[src/rtl/mem_requester_if.sv]
// Bundles the core request/response handshake and the MemController bus of one requester.
// Latency: none; this is wiring only.
// Backpressure: req_ready from the requester and acq from MemController are the only stall signals.
interface mem_requester_if #(
    parameter int AW = 8,
    parameter int DW = 8
);
    // core side
    logic          req_valid;
    logic          req_we;
    logic [AW-1:0] req_addr;
    logic [DW-1:0] req_wdata;
    logic          req_ready;
    logic          rsp_valid;
    logic [DW-1:0] rsp_rdata;
    logic          rsp_err;

    // MemController side
    logic          rden;
    logic          wren;
    logic [AW-1:0] Address;
    logic [DW-1:0] Din;
    logic          acq;
    logic [DW-1:0] Dq;

    // requester view
    modport master (
        input  req_valid, req_we, req_addr, req_wdata, acq, Dq,
        output req_ready, rsp_valid, rsp_rdata, rsp_err, rden, wren, Address, Din
    );

    // core + MemController view
    modport slave (
        output req_valid, req_we, req_addr, req_wdata, acq, Dq,
        input  req_ready, rsp_valid, rsp_rdata, rsp_err, rden, wren, Address, Din
    );
endinterface

[src/rtl/mem_requester.sv]
// Single-outstanding memory requester: latches one core access and runs it against MemController.
// Latency: write 2 cycles, read 3 cycles from accept, plus one cycle per REQ cycle without acq.
// Backpressure: req_ready only in IDLE, no queueing; REQ holds until acq (or until TIMEOUT when
// REQ_TIMEOUT_EN is defined, which completes the access with rsp_err=1 and no memory effect).
module mem_requester #(
    parameter int         AW      = 8,
    parameter int         DW      = 8,
    parameter logic [7:0] TIMEOUT = 8'd64
) (
    input  logic              clk,
    input  logic              rst,
    mem_requester_if.master   bus,
    output logic              busy
);

    typedef enum logic [1:0] {
        IDLE      = 2'd0,
        REQ       = 2'd1,
        WAIT_DATA = 2'd2,
        RSP       = 2'd3
    } state_t;

    state_t        state;
    state_t        state_nxt;

    // latched access; Address/Din double as the latched address and write data
    logic          we_l;
    logic [AW-1:0] addr_q;
    logic [DW-1:0] din_q;
    logic          rden_q;
    logic          wren_q;
    logic          rden_nxt;
    logic          wren_nxt;

    logic          rsp_valid_q;
    logic [DW-1:0] rsp_rdata_q;

    logic          accept;
    logic          capture;

`ifdef REQ_TIMEOUT_EN
    logic [7:0]    tmo_cnt;
    logic [7:0]    tmo_cnt_inc;
    logic          tmo_hit;
    logic          rsp_err_q;

    assign tmo_cnt_inc = tmo_cnt + 8'd1;
`endif

    // state register; reset drops any in-flight access
    always_ff @(posedge clk) begin
        if (rst) begin
            state <= IDLE;
        end else begin
            state <= state_nxt;
        end
    end

    // next state and next values of the registered MemController strobes
    always_comb begin
        state_nxt = state;
        rden_nxt  = rden_q;
        wren_nxt  = wren_q;
        accept    = 1'b0;
        capture   = 1'b0;
`ifdef REQ_TIMEOUT_EN
        tmo_hit   = 1'b0;
`endif
        case (state)
            IDLE: begin
                if (bus.req_valid) begin
                    accept    = 1'b1;
                    state_nxt = REQ;
                    rden_nxt  = !bus.req_we;
                    wren_nxt  = bus.req_we;
                end
            end
            REQ: begin
                // acq wins over a timeout landing in the same cycle
                if (bus.acq) begin
                    if (we_l) begin
                        state_nxt = RSP;
                        wren_nxt  = 1'b0;
                    end else begin
                        state_nxt = WAIT_DATA;
                    end
`ifdef REQ_TIMEOUT_EN
                end else if (tmo_cnt_inc >= TIMEOUT) begin
                    state_nxt = RSP;
                    rden_nxt  = 1'b0;
                    wren_nxt  = 1'b0;
                    tmo_hit   = 1'b1;
`endif
                end
            end
            WAIT_DATA: begin
                // read data is taken on the way out, acq no longer matters
                capture   = 1'b1;
                state_nxt = RSP;
                rden_nxt  = 1'b0;
            end
            RSP: begin
                state_nxt = IDLE;
            end
            default: begin
                state_nxt = IDLE;
                rden_nxt  = 1'b0;
                wren_nxt  = 1'b0;
            end
        endcase
    end

    // registered bus outputs, request latch and response registers
    always_ff @(posedge clk) begin
        if (rst) begin
            rden_q      <= 1'b0;
            wren_q      <= 1'b0;
            we_l        <= 1'b0;
            addr_q      <= '0;
            din_q       <= '0;
            rsp_valid_q <= 1'b0;
            rsp_rdata_q <= '0;
        end else begin
            rden_q      <= rden_nxt;
            wren_q      <= wren_nxt;
            rsp_valid_q <= (state_nxt == RSP);
            if (accept) begin
                we_l   <= bus.req_we;
                addr_q <= bus.req_addr;
                din_q  <= bus.req_wdata;
            end
            if (capture) begin
                rsp_rdata_q <= bus.Dq;
            end
        end
    end

`ifdef REQ_TIMEOUT_EN
    // grant-wait counter: cleared on entry to REQ, counts REQ cycles without acq
    always_ff @(posedge clk) begin
        if (rst) begin
            tmo_cnt   <= 8'd0;
            rsp_err_q <= 1'b0;
        end else begin
            rsp_err_q <= tmo_hit;
            if (accept) begin
                tmo_cnt <= 8'd0;
            end else if (state == REQ && !bus.acq) begin
                tmo_cnt <= tmo_cnt_inc;
            end
        end
    end

    assign bus.rsp_err = rsp_err_q;
`else
    assign bus.rsp_err = 1'b0;
`endif

    assign bus.req_ready = (state == IDLE);
    assign busy          = (state != IDLE);
    assign bus.rden      = rden_q;
    assign bus.wren      = wren_q;
    assign bus.Address   = addr_q;
    assign bus.Din       = din_q;
    assign bus.rsp_valid = rsp_valid_q;
    assign bus.rsp_rdata = rsp_rdata_q;

endmodule
[src/flat_wrapper.sv]
// flat-port wrapper written by rule: the top's interface ports become plain ports
module mem_requester_flat 
#(
    parameter int         AW      = 8,
    parameter int         DW      = 8,
    parameter logic [7:0] TIMEOUT = 8'd64
)
  (clk, rst, busy, bus_req_valid, bus_req_we, bus_req_addr, bus_req_wdata, bus_acq, bus_Dq, bus_req_ready, bus_rsp_valid, bus_rsp_rdata, bus_rsp_err, bus_rden, bus_wren, bus_Address, bus_Din);
  mem_requester_if #(.AW(AW), .DW(DW)) bus_i ();
  input  logic clk;
  input  logic rst;
  output logic busy;
  input wire logic [$bits(bus_i.req_valid)-1:0] bus_req_valid;
  input wire logic [$bits(bus_i.req_we)-1:0] bus_req_we;
  input wire logic [$bits(bus_i.req_addr)-1:0] bus_req_addr;
  input wire logic [$bits(bus_i.req_wdata)-1:0] bus_req_wdata;
  input wire logic [$bits(bus_i.acq)-1:0] bus_acq;
  input wire logic [$bits(bus_i.Dq)-1:0] bus_Dq;
  output wire logic [$bits(bus_i.req_ready)-1:0] bus_req_ready;
  output wire logic [$bits(bus_i.rsp_valid)-1:0] bus_rsp_valid;
  output wire logic [$bits(bus_i.rsp_rdata)-1:0] bus_rsp_rdata;
  output wire logic [$bits(bus_i.rsp_err)-1:0] bus_rsp_err;
  output wire logic [$bits(bus_i.rden)-1:0] bus_rden;
  output wire logic [$bits(bus_i.wren)-1:0] bus_wren;
  output wire logic [$bits(bus_i.Address)-1:0] bus_Address;
  output wire logic [$bits(bus_i.Din)-1:0] bus_Din;
  assign bus_i.req_valid = bus_req_valid;
  assign bus_i.req_we = bus_req_we;
  assign bus_i.req_addr = bus_req_addr;
  assign bus_i.req_wdata = bus_req_wdata;
  assign bus_i.acq = bus_acq;
  assign bus_i.Dq = bus_Dq;
  assign bus_req_ready = bus_i.req_ready;
  assign bus_rsp_valid = bus_i.rsp_valid;
  assign bus_rsp_rdata = bus_i.rsp_rdata;
  assign bus_rsp_err = bus_i.rsp_err;
  assign bus_rden = bus_i.rden;
  assign bus_wren = bus_i.wren;
  assign bus_Address = bus_i.Address;
  assign bus_Din = bus_i.Din;
  mem_requester #(.AW(AW), .DW(DW), .TIMEOUT(TIMEOUT)) u_core (.clk(clk), .rst(rst), .bus(bus_i), .busy(busy));
endmodule
[config.mk]
export PLATFORM = sky130hd
export DESIGN_NAME = mem_requester_flat
export DESIGN_NICKNAME = d
export VERILOG_FILES = /design/src/rtl/mem_requester_if.sv /design/src/rtl/mem_requester.sv /design/src/flat_wrapper.sv
export SDC_FILE = /design/constraint.sdc
export NUM_CORES = 1
export LEC_CHECK = 0
export BUFFER_PORTS_ARGS = -buffer_cell sky130_fd_sc_hd__buf_2
export CAP_MARGIN = 5
export CELL_PAD_IN_SITES_DETAIL_PLACEMENT = 0
export CELL_PAD_IN_SITES_GLOBAL_PLACEMENT = 1
export CORE_MARGIN = 2
export CORE_UTILIZATION = 32
export DETAILED_ROUTE_END_ITERATION = 10
export GPL_TIMING_DRIVEN = 0
export PLACE_DENSITY = 0.8
export SYNTH_ARGS = -nofsm -noshare
export SYNTH_HDL_FRONTEND = slang
export SYNTH_SLANG_ARGS = --single-unit
[constraint.sdc]
create_clock -name clk -period 2 [get_ports clk]
set_input_delay 0.2 -clock clk [delete_from_list [all_inputs] [get_ports clk]]
set_output_delay 0.2 -clock clk [all_outputs]
set_load 0.005 [all_outputs]
==> results_tabular.tex, run 1 <==
\begin{tabular}{lr}
\hline
Metric & Value \\
\hline
\multicolumn{2}{l}{\textbf{Critical path}} \\
\quad Minimum setup slack among reg-to-reg paths & 670 ps \\
\quad Arrival time of the worst setup path & roughly 1200 ps \\
\quad Critical R2R Launch & u\_core.state[0] \\
\quad Path type of the worst setup path & reg2out \\
\quad Required time worst endpoint & around 1800 ps \\
\quad Critical path destination & bus\_req\_ready \\
\quad Nature of the critical path endpoint & output pin \\
\quad Largest fanout of any net on the critical path & 9 \\
\quad RR Endpoint & u\_core.bus.Din[5] \\
\quad Kind of start point of the critical path & flop \\
\quad Worst setup path startpoint & u\_core.state[0] \\
\quad Number of cells traversed by the worst register-to-register path & 6 \\
\multicolumn{2}{l}{\textbf{Power and ir drop}} \\
\quad Pwr/cell area & $\sim$770 nW/um2 \\
\quad Leak Pwr & about 0.0007 uW \\
\quad Overall power after layout & roughly 1200 uW \\
\quad Maximum vdd ir drop & around 0.38 mV \\
\multicolumn{2}{l}{\textbf{Clocking}} \\
\quad Number of buffers between clock root and the deepest sink & 2 \\
\quad Worst skew pair latency & between 300 and 400 ps \\
\quad Hold bufs inserted after CTS & 0 \\
\quad Number of instances resized during post-cts repair & 0 \\
\quad Count of H-tree levels built during CTS & 2 \\
\quad Number of sinks on the clock net & 30 \\
\quad Master cell of the clock root buffer & clkbuf\_4 \\
\quad Clk pin slew, worst setup/hold paths & around 90 ps \\
\quad TritonCTS clock tree & done \\
\quad Setup Fix Bufs, Post-CTS & 0 \\
\quad Num CTS Buffers & 5 \\
\multicolumn{2}{l}{\textbf{GRT}} \\
\quad Overall routing resource usage & 14.3\% \\
\quad Maximum number of pins on one net before global-route repair & 11 \\
\quad Number of antenna violations at the first check in global routing & 0 \\
\quad Aggregate global routing overflow & 0 \\
\quad First-pass GRT wire length & 4480 um \\
\quad Number of global-route vias before repair & 1065 \\
\multicolumn{2}{l}{\textbf{Placement}} \\
\quad Placed insts & roughly 240 \\
\quad Post-placement setup slack & approximately 670 ps \\
\quad Count of input and output buffers & 56 \\
\quad DP HPWL & about 2100 um \\
\quad Routability congestion estimate from global placement & about 0.71 \\
\multicolumn{2}{l}{\textbf{Job}} \\
\quad Number of maximum-capacitance violations & 0 \\
\multicolumn{2}{l}{\textbf{Drt}} \\
\quad Antenna Violating Nets Remaining & 0 \\
\quad Total wire length & 2780 um \\
\quad Average vias per placed instance & 4.57 \\
\quad Via count of the routed design & 1133 \\
\quad WL/cell & around 11 um \\
\quad Number of search-and-repair iterations in the first detailed-routing pass & 4 \\
\quad DRC errors left & 0 \\
\quad DRT iter0 DRCs & 29 \\
\multicolumn{2}{l}{\textbf{Synth}} \\
\quad Post-Synthesis Mean Instance Area & approximately 8 um2 \\
\quad Share of synthesized registers carrying an async set or reset & 0\% \\
\quad YS warnings & 0 \\
\quad Post-synthesis sequential element count & 30 \\
\quad Post-synth net total & approximately 170 \\
\quad Number of distinct standard cells referenced by the synthesized netlist & 22 \\
\quad Cell Area, Synth & about 1100 um2 \\
\quad Leading register cell type out of synthesis & dfxtp\_1 \\
\quad Post-synthesis sequential area ratio & a little over half \\
\quad Number of enable-type register cells in the synthesized netlist & 0 \\
\quad Cells after Synth & $\sim$140 \\
\multicolumn{2}{l}{\textbf{Layout}} \\
\quad Number of nets in the layout & roughly 230 \\
\quad Ratio of cells with drive above 1 in the final layout & between 30\% and 40\% \\
\quad Layout overhead on the synthesized area & 33.7\% \\
\quad Layout Cells excl Fill & between 200 and 250 \\
\quad Ant diodes & 0 \\
\multicolumn{2}{l}{\textbf{Timing}} \\
\quad Number of max-slew violations in the final report & 0 \\
\quad Ratio of final minimum period to clock period & between 60\% and 70\% \\
\quad Slack of the critical path & between 600 and 700 ps \\
\quad Highest achievable clock rate & 0.722 GHz \\
\quad Worst hold slack after final layout & between 100 and 150 ps \\
\quad \# setup viols final & 0 \\
\quad Number of hold violations in the final report & 0 \\
\quad Unrepaired setup endpoints after global routing & no \\
\quad Aggregate negative setup slack & 0 ps \\
\quad Min cycle time layout & $\sim$1400 ps \\
\quad Setup skew after layout & 5.43 ps \\
\multicolumn{2}{l}{\textbf{Floorplanning}} \\
\quad Effective utilization at floorplan & between 30\% and 40\% \\
\quad Die X-Extent & $\sim$64 um \\
\quad Y dimension of the die & roughly 64 um \\
\quad Die footprint & slightly above 4000 um2 \\
\quad CORE AREA & approximately 3400 um2 \\
\quad Ports & 59 \\
\quad Number of placement rows & 21 \\
\multicolumn{2}{l}{\textbf{Outcome}} \\
\quad Result of the run & finished clean \\
\multicolumn{2}{l}{\textbf{Worst hold path}} \\
\quad Worst min-delay path category & in2reg \\
\quad Start point of the worst min-delay path & bus\_req\_addr[4] \\
\hline
\end{tabular}
-- cells in the mapped netlist, types with 2 or more instances --
| cell type | n | area [um2] |
|---|---|---|
| nand2b_1 | 2 | 12.5 |
| buf_4 | 2 | 15.0 |
| buf_6 | 2 | 22.5 |
| dfxtp_1 | 30 | 601 |
| a31oi_1 | 2 | 12.5 |
| inv_1 | 2 | 7.51 |
| nor2_1 | 2 | 7.51 |
| nand2_1 | 50 | 188 |
| a21oi_1 | 28 | 140 |
| nand3_1 | 3 | 15.0 |
| and2b_2 | 2 | 17.5 |
| clkbuf_1 | 4 | 15.0 |
-- power by group --
group / leakage [uW] / switching, uW / total [uW] / internal, uW
Sequential: 0.000245 / 20.0 / 653 / 633
Clock: 0.0000254 / 187 / 319 / 132
Combinational: 0.000442 / 98.3 / 195 / 96.5
-- layer usage --
layer | GRT usage (%) | up-vias | part of all wire [%]
li1 | - | 571 | -
met1 | 14.9 | 525 | 41
met2 | 25.5 | 30 | 51
met3 | 5.00 | 7 | 6.3
met4 | 6.52 | 0 | 1.5
met5 | 0 | - | 0
-- cell families after synthesis --
| logic type | Yosys count | share of synthesized area, % |
|---|---|---|
| AND/OR/NAND/NOR | 64 | 25.3 |
| AO/OA/AOI/OAI | 32 | 14.5 |
| flip-flops | 30 | 52.8 |
| buffers and inverters | 12 | 7.04 |
| other | 1 | 0.330 |
-- cell type report --
class                   instances  area (um2)
flip-flops and latches         30         601
plain buffers                  10        72.6
repair buffers                 56         280
clock buffers                   7        45.0
fillers                       379        1840
multi-input cells              97         457
inverters                       2        7.51
well taps                      46        57.6
-- through the flow --
stage	cell area (um2)	utilization (%)
6_report	1520	45.2
3_3_place_gp	1480	43.9
5_1_grt	1520	45.2
3_5_place_dp	1480	43.9
4_1_cts	1520	45.2
2_1_floorplan	1140	-
-- how the worst min path moves through the flow --
stage                                  endpoint  depth (start not counted)
after CTS                 u_core.bus.Address[0]                          3
after floorplan           u_core.bus.Address[0]                          2
after global placement    u_core.bus.Address[1]                          2
after detailed placement  u_core.bus.Address[6]                          2
after global routing          u_core.bus.Din[2]                          3
final                     u_core.bus.Address[4]                          3
-- placed cells by master (no fill, tap or decap) --
| cell type | instances |
|---|---|
| nand2_1 | 50 |
| nor2_1 | 2 |
| clkbuf_1 | 6 |
| nand3_1 | 3 |
| clkbuf_4 | 5 |
| buf_8 | 1 |
| a31oi_1 | 2 |
| o21ai_0 | 1 |
| nor3b_4 | 1 |
| buf_4 | 2 |
| buf_6 | 2 |
| inv_1 | 2 |
| conb_1 | 1 |
| or2_2 | 1 |
| and2b_2 | 2 |
| a21oi_1 | 28 |
| buf_2 | 57 |
| o21bai_1 | 1 |
| nand2_2 | 1 |
| or3b_1 | 1 |
| or2b_1 | 1 |
| nand2b_1 | 2 |
| dfxtp_1 | 30 |
-- critical path, cell delays in order (launching register included) --
cell and delay (ps):
dfxtp_1 310, buf_6 130, or2_2 280, inv_1 50
buf_2 100
-- flip-flops by register name, summed over array words and instances (netlist names) --
register / count
u_core.bus.Address: 8
u_core.we_l: 1
u_core.bus.Din: 8
u_core.bus.rsp_rdata: 8
u_core.bus.rsp_valid: 1
u_core.bus.rden: 1
u_core.state: 2
u_core.bus.wren: 1
Note: power is estimated with default switching activity, not from simulation.
==> run 2: changes to the inputs <==
--- a/config.mk
+++ b/config.mk
@@ -10,10 +10,10 @@
 export CELL_PAD_IN_SITES_DETAIL_PLACEMENT = 0
 export CELL_PAD_IN_SITES_GLOBAL_PLACEMENT = 1
 export CORE_MARGIN = 2
-export CORE_UTILIZATION = 32
+export CORE_UTILIZATION = 27
 export DETAILED_ROUTE_END_ITERATION = 10
 export GPL_TIMING_DRIVEN = 0
-export PLACE_DENSITY = 0.8
+export PLACE_DENSITY = 0.72
 export SYNTH_ARGS = -nofsm -noshare
 export SYNTH_HDL_FRONTEND = slang
 export SYNTH_SLANG_ARGS = --single-unit
==> constraint.sdc (replaced) <==
create_clock -name clk -period 1.15 [get_ports clk]
set_input_delay 0.115 -clock clk [delete_from_list [all_inputs] [get_ports clk]]
set_output_delay 0.115 -clock clk [all_outputs]
set_load 0.005 [all_outputs]
==> run 2 against run 1 <==
Net effect:
- clock skew fell by 2.8 ps
- the run now ends with negative setup slack left
- first-iteration DRC count rose by 14%
- global-route usage fell by 0.33 points
- register-to-register slack got worse by 800 ps
- total power rose by 120%
- hold slack got worse by 37 ps
- sequential share of layout area fell by 6.7 points
- cell count rose by 5.2%
- critical path depth rose by 1
- combinational power rose to 2.7 times the previous value
- highest routed layer unchanged
- via count rose by 0.88%
==> results_tabular.tex, run 2 (synthesized netlist as in run 1, its figures left out) <==
\begin{tabular}{lr}
\hline
Metric & Value \\
\hline
\multicolumn{2}{l}{\textbf{Outcome}} \\
\quad Result of the run & finished, violations left \\
\quad Violated checks & negative setup slack \\
\multicolumn{2}{l}{\textbf{Critical path}} \\
\quad Number of cells traversed by the worst register-to-register path & 5 (-1) \\
\quad Arrival time of the worst setup path & 1420 ps (+230 ps) \\
\quad Largest fanout of any net on the critical path & 5 (-4) \\
\quad Nature of the critical path endpoint & flop \\
\quad Kind of start point of the critical path & flop \\
\quad Required time worst endpoint & 1290 ps (-510 ps) \\
\quad Critical R2R Launch & u\_core.state[1] \\
\quad RR Endpoint & u\_core.bus.Address[3] \\
\quad Minimum setup slack among reg-to-reg paths & -130 ps (-800 ps) \\
\quad Path type of the worst setup path & reg2reg \\
\multicolumn{2}{l}{\textbf{Clocking}} \\
\quad Hold bufs inserted after CTS & 0 (unchanged) \\
\quad Master cell of the clock root buffer & clkbuf\_8 \\
\quad TritonCTS clock tree & done \\
\quad Count of H-tree levels built during CTS & 2 (unchanged) \\
\quad Worst skew pair latency & 280 ps (-40 ps) \\
\quad Number of sinks on the clock net & 30 (unchanged) \\
\quad Number of buffers between clock root and the deepest sink & 2 (unchanged) \\
\quad Num CTS Buffers & 5 (unchanged) \\
\quad Clk pin slew, worst setup/hold paths & 60 ps (-30 ps) \\
\multicolumn{2}{l}{\textbf{GRT}} \\
\quad Global-route met3 utilization & 6.66\% (+1.7 points) \\
\quad Global routing met1 resource utilization & 18.2\% (+3.4 points) \\
\quad Aggregate global routing overflow & 0 (unchanged) \\
\quad Layer with the highest usage & met2 \\
\quad First-pass GRT wire length & 4730 um (+5.7\%) \\
\quad Met2 track demand over resource in global routing & 19.5\% (-6.1 points) \\
\quad Number of global-route vias before repair & 1031 (-3.2\%) \\
\quad Overall routing resource usage & 13.9\% (-0.33 points) \\
\quad Maximum number of pins on one net before global-route repair & 11 (unchanged) \\
\quad Number of antenna violations at the first check in global routing & 0 (unchanged) \\
\multicolumn{2}{l}{\textbf{Timing}} \\
\quad Setup skew after layout & 2.64 ps (-2.80 ps) \\
\quad Slack of the critical path & -127 ps (-742 ps) \\
\quad Slew at the pin with the worst max-slew slack & approximately 600 ps \\
\quad Highest achievable clock rate & a little under 0.8 GHz \\
\quad Max\_slew headroom & 59.9\% \\
\quad Number of hold violations in the final report & 0 (unchanged) \\
\quad Aggregate negative setup slack & -2070 ps (-2070 ps) \\
\quad Ratio of final minimum period to clock period & 111\% \\
\quad Min cycle time layout & 1280 ps \\
\quad Unrepaired setup endpoints after global routing & yes \\
\quad \# setup viols final & 20 (+20) \\
\quad Number of max-slew violations in the final report & 0 (unchanged) \\
\multicolumn{2}{l}{\textbf{Floorplanning}} \\
\quad Ports & 59 (unchanged) \\
\quad Die X-Extent & 68.9 um (+8.3\%) \\
\quad Effective utilization at floorplan & 28.2\% (-5.6 points) \\
\quad Y dimension of the die & 68.9 um (+8.3\%) \\
\quad CORE AREA & 4030 um2 (+20\%) \\
\quad Die footprint & 4750 um2 (+17\%) \\
\quad Number of placement rows & 23 (+9.5\%) \\
\multicolumn{2}{l}{\textbf{Layout}} \\
\quad Ratio of cells with drive above 1 in the final layout & 55.5\% (+20 points) \\
\quad Commonest non-fill, non-tap cell in the layout & buf\_2 \\
\quad Commonest cells after routing, fill and taps aside & 54 x buf\_2, 33 x nand2\_1, 28 x dfxtp\_1, 15 x a21oi\_1, 13 x a21oi\_2 \\
\quad Number of nets in the layout & 239 (+3.5\%) \\
\quad Layout overhead on the synthesized area & 63.1\% \\
\quad Ant diodes & 0 (unchanged) \\
\multicolumn{2}{l}{\textbf{Drt}} \\
\quad Average vias per placed instance & 4.38 (-4.1\%) \\
\quad DRT iter0 DRCs & 33 (+14\%) \\
\quad Number of search-and-repair iterations in the first detailed-routing pass & 4 (unchanged) \\
\quad WL/cell & 12.1 um (+7.9\%) \\
\quad Total wire length & 3160 um (+14\%) \\
\quad Via count of the routed design & 1143 (+0.88\%) \\
\quad Antenna Violating Nets Remaining & 0 (unchanged) \\
\quad DRC errors left & 0 (unchanged) \\
\multicolumn{2}{l}{\textbf{Power and ir drop}} \\
\quad Pwr/cell area & 1370 nW/um2 (+78\%) \\
\quad Maximum vdd ir drop & 0.631 mV (+65\%) \\
\quad Leak Pwr & 0.000864 uW (+21\%) \\
\multicolumn{2}{l}{\textbf{Placement}} \\
\quad Routability congestion estimate from global placement & 0.766 (+7.1\%) \\
\quad DP HPWL & 1990 um (-6.6\%) \\
\quad Post-placement setup slack & -189 ps (-864 ps) \\
\quad Count of input and output buffers & 56 (unchanged) \\
\multicolumn{2}{l}{\textbf{Job}} \\
\quad Number of maximum-capacitance violations & 0 (unchanged) \\
\multicolumn{2}{l}{\textbf{Worst hold path}} \\
\quad Hold-critical path depth & 3 (unchanged) \\
\quad Worst min-delay path category & in2reg \\
\quad Start point of the worst min-delay path & bus\_req\_addr[4] \\
\quad Worst min-delay path endpoint & u\_core.bus.Address[4] \\
\hline
\end{tabular}
run 2: where the power goes:
group,internal [uW],switching (uW)
clock,482,381
combinational,285,236
sequential,1100,47.0
run 2: worst max-delay path, cell delays in order, from the launching register on:
cell	delay (ps)
dfxtp_4	350
or3b_1	390
buf_6	160
buf_12	140
nand2_2	60
a21oi_2	40
run 2: how the worst max path moves through the flow:
stage,endpoint,slack [ps],start,depth (start not counted)
3_5_place_dp,u_core.bus.Din[1],-190,u_core.state[0],6
2_1_floorplan,u_core.bus.Address[7],-110,u_core.state[0],6
3_3_place_gp,u_core.bus.Din[4],-180,u_core.state[1],5
5_1_grt,u_core.bus.Din[6],-170,u_core.state[1],5
4_1_cts,u_core.bus.Din[2],-100,u_core.state[0],5
6_report,u_core.bus.Address[3],-130,u_core.state[1],5
run 2: layout make-up:
| cell class | instances | area (um2) |
|---|---|---|
| Buffer | 7 | 56.3 |
| Clock buffer | 7 | 86.3 |
| Clock inverter | 1 | 5.00 |
| Fill cell | 443 | 2170 |
| Inverter | 2 | 7.51 |
| Multi-Input combinational cell | 97 | 599 |
| Sequential cell | 30 | 608 |
| Tap cell | 50 | 62.6 |
| Timing Repair Buffer | 67 | 430 |
run 2: timing repair:
item / CTS / global route
endpoints found under the setup margin: 30 / 24
setup buffers: 8 / 1
gates resized for setup: 30 / 27
cloned: 1 / 1
pin swaps: 28 / 10
run 2: routing by layer:
layer,wire (um),vias up
met5,0,-
li1,-,595
met4,27,0
met1,1370,517
met2,1520,29
met3,242,2
run 2: through the flow:
step	hold slack [ps]	cell area, um2	util [%]	power [uW]	std cells
after CTS	61.9	1740	43.1	2500	259
after floorplan	251	1140	-	1350	139
final	72.6	1860	46.1	2530	261
after global placement	360	1480	36.7	1500	245
after global routing	75.1	1860	46.1	2690	261
after detailed placement	361	1480	36.7	1500	245
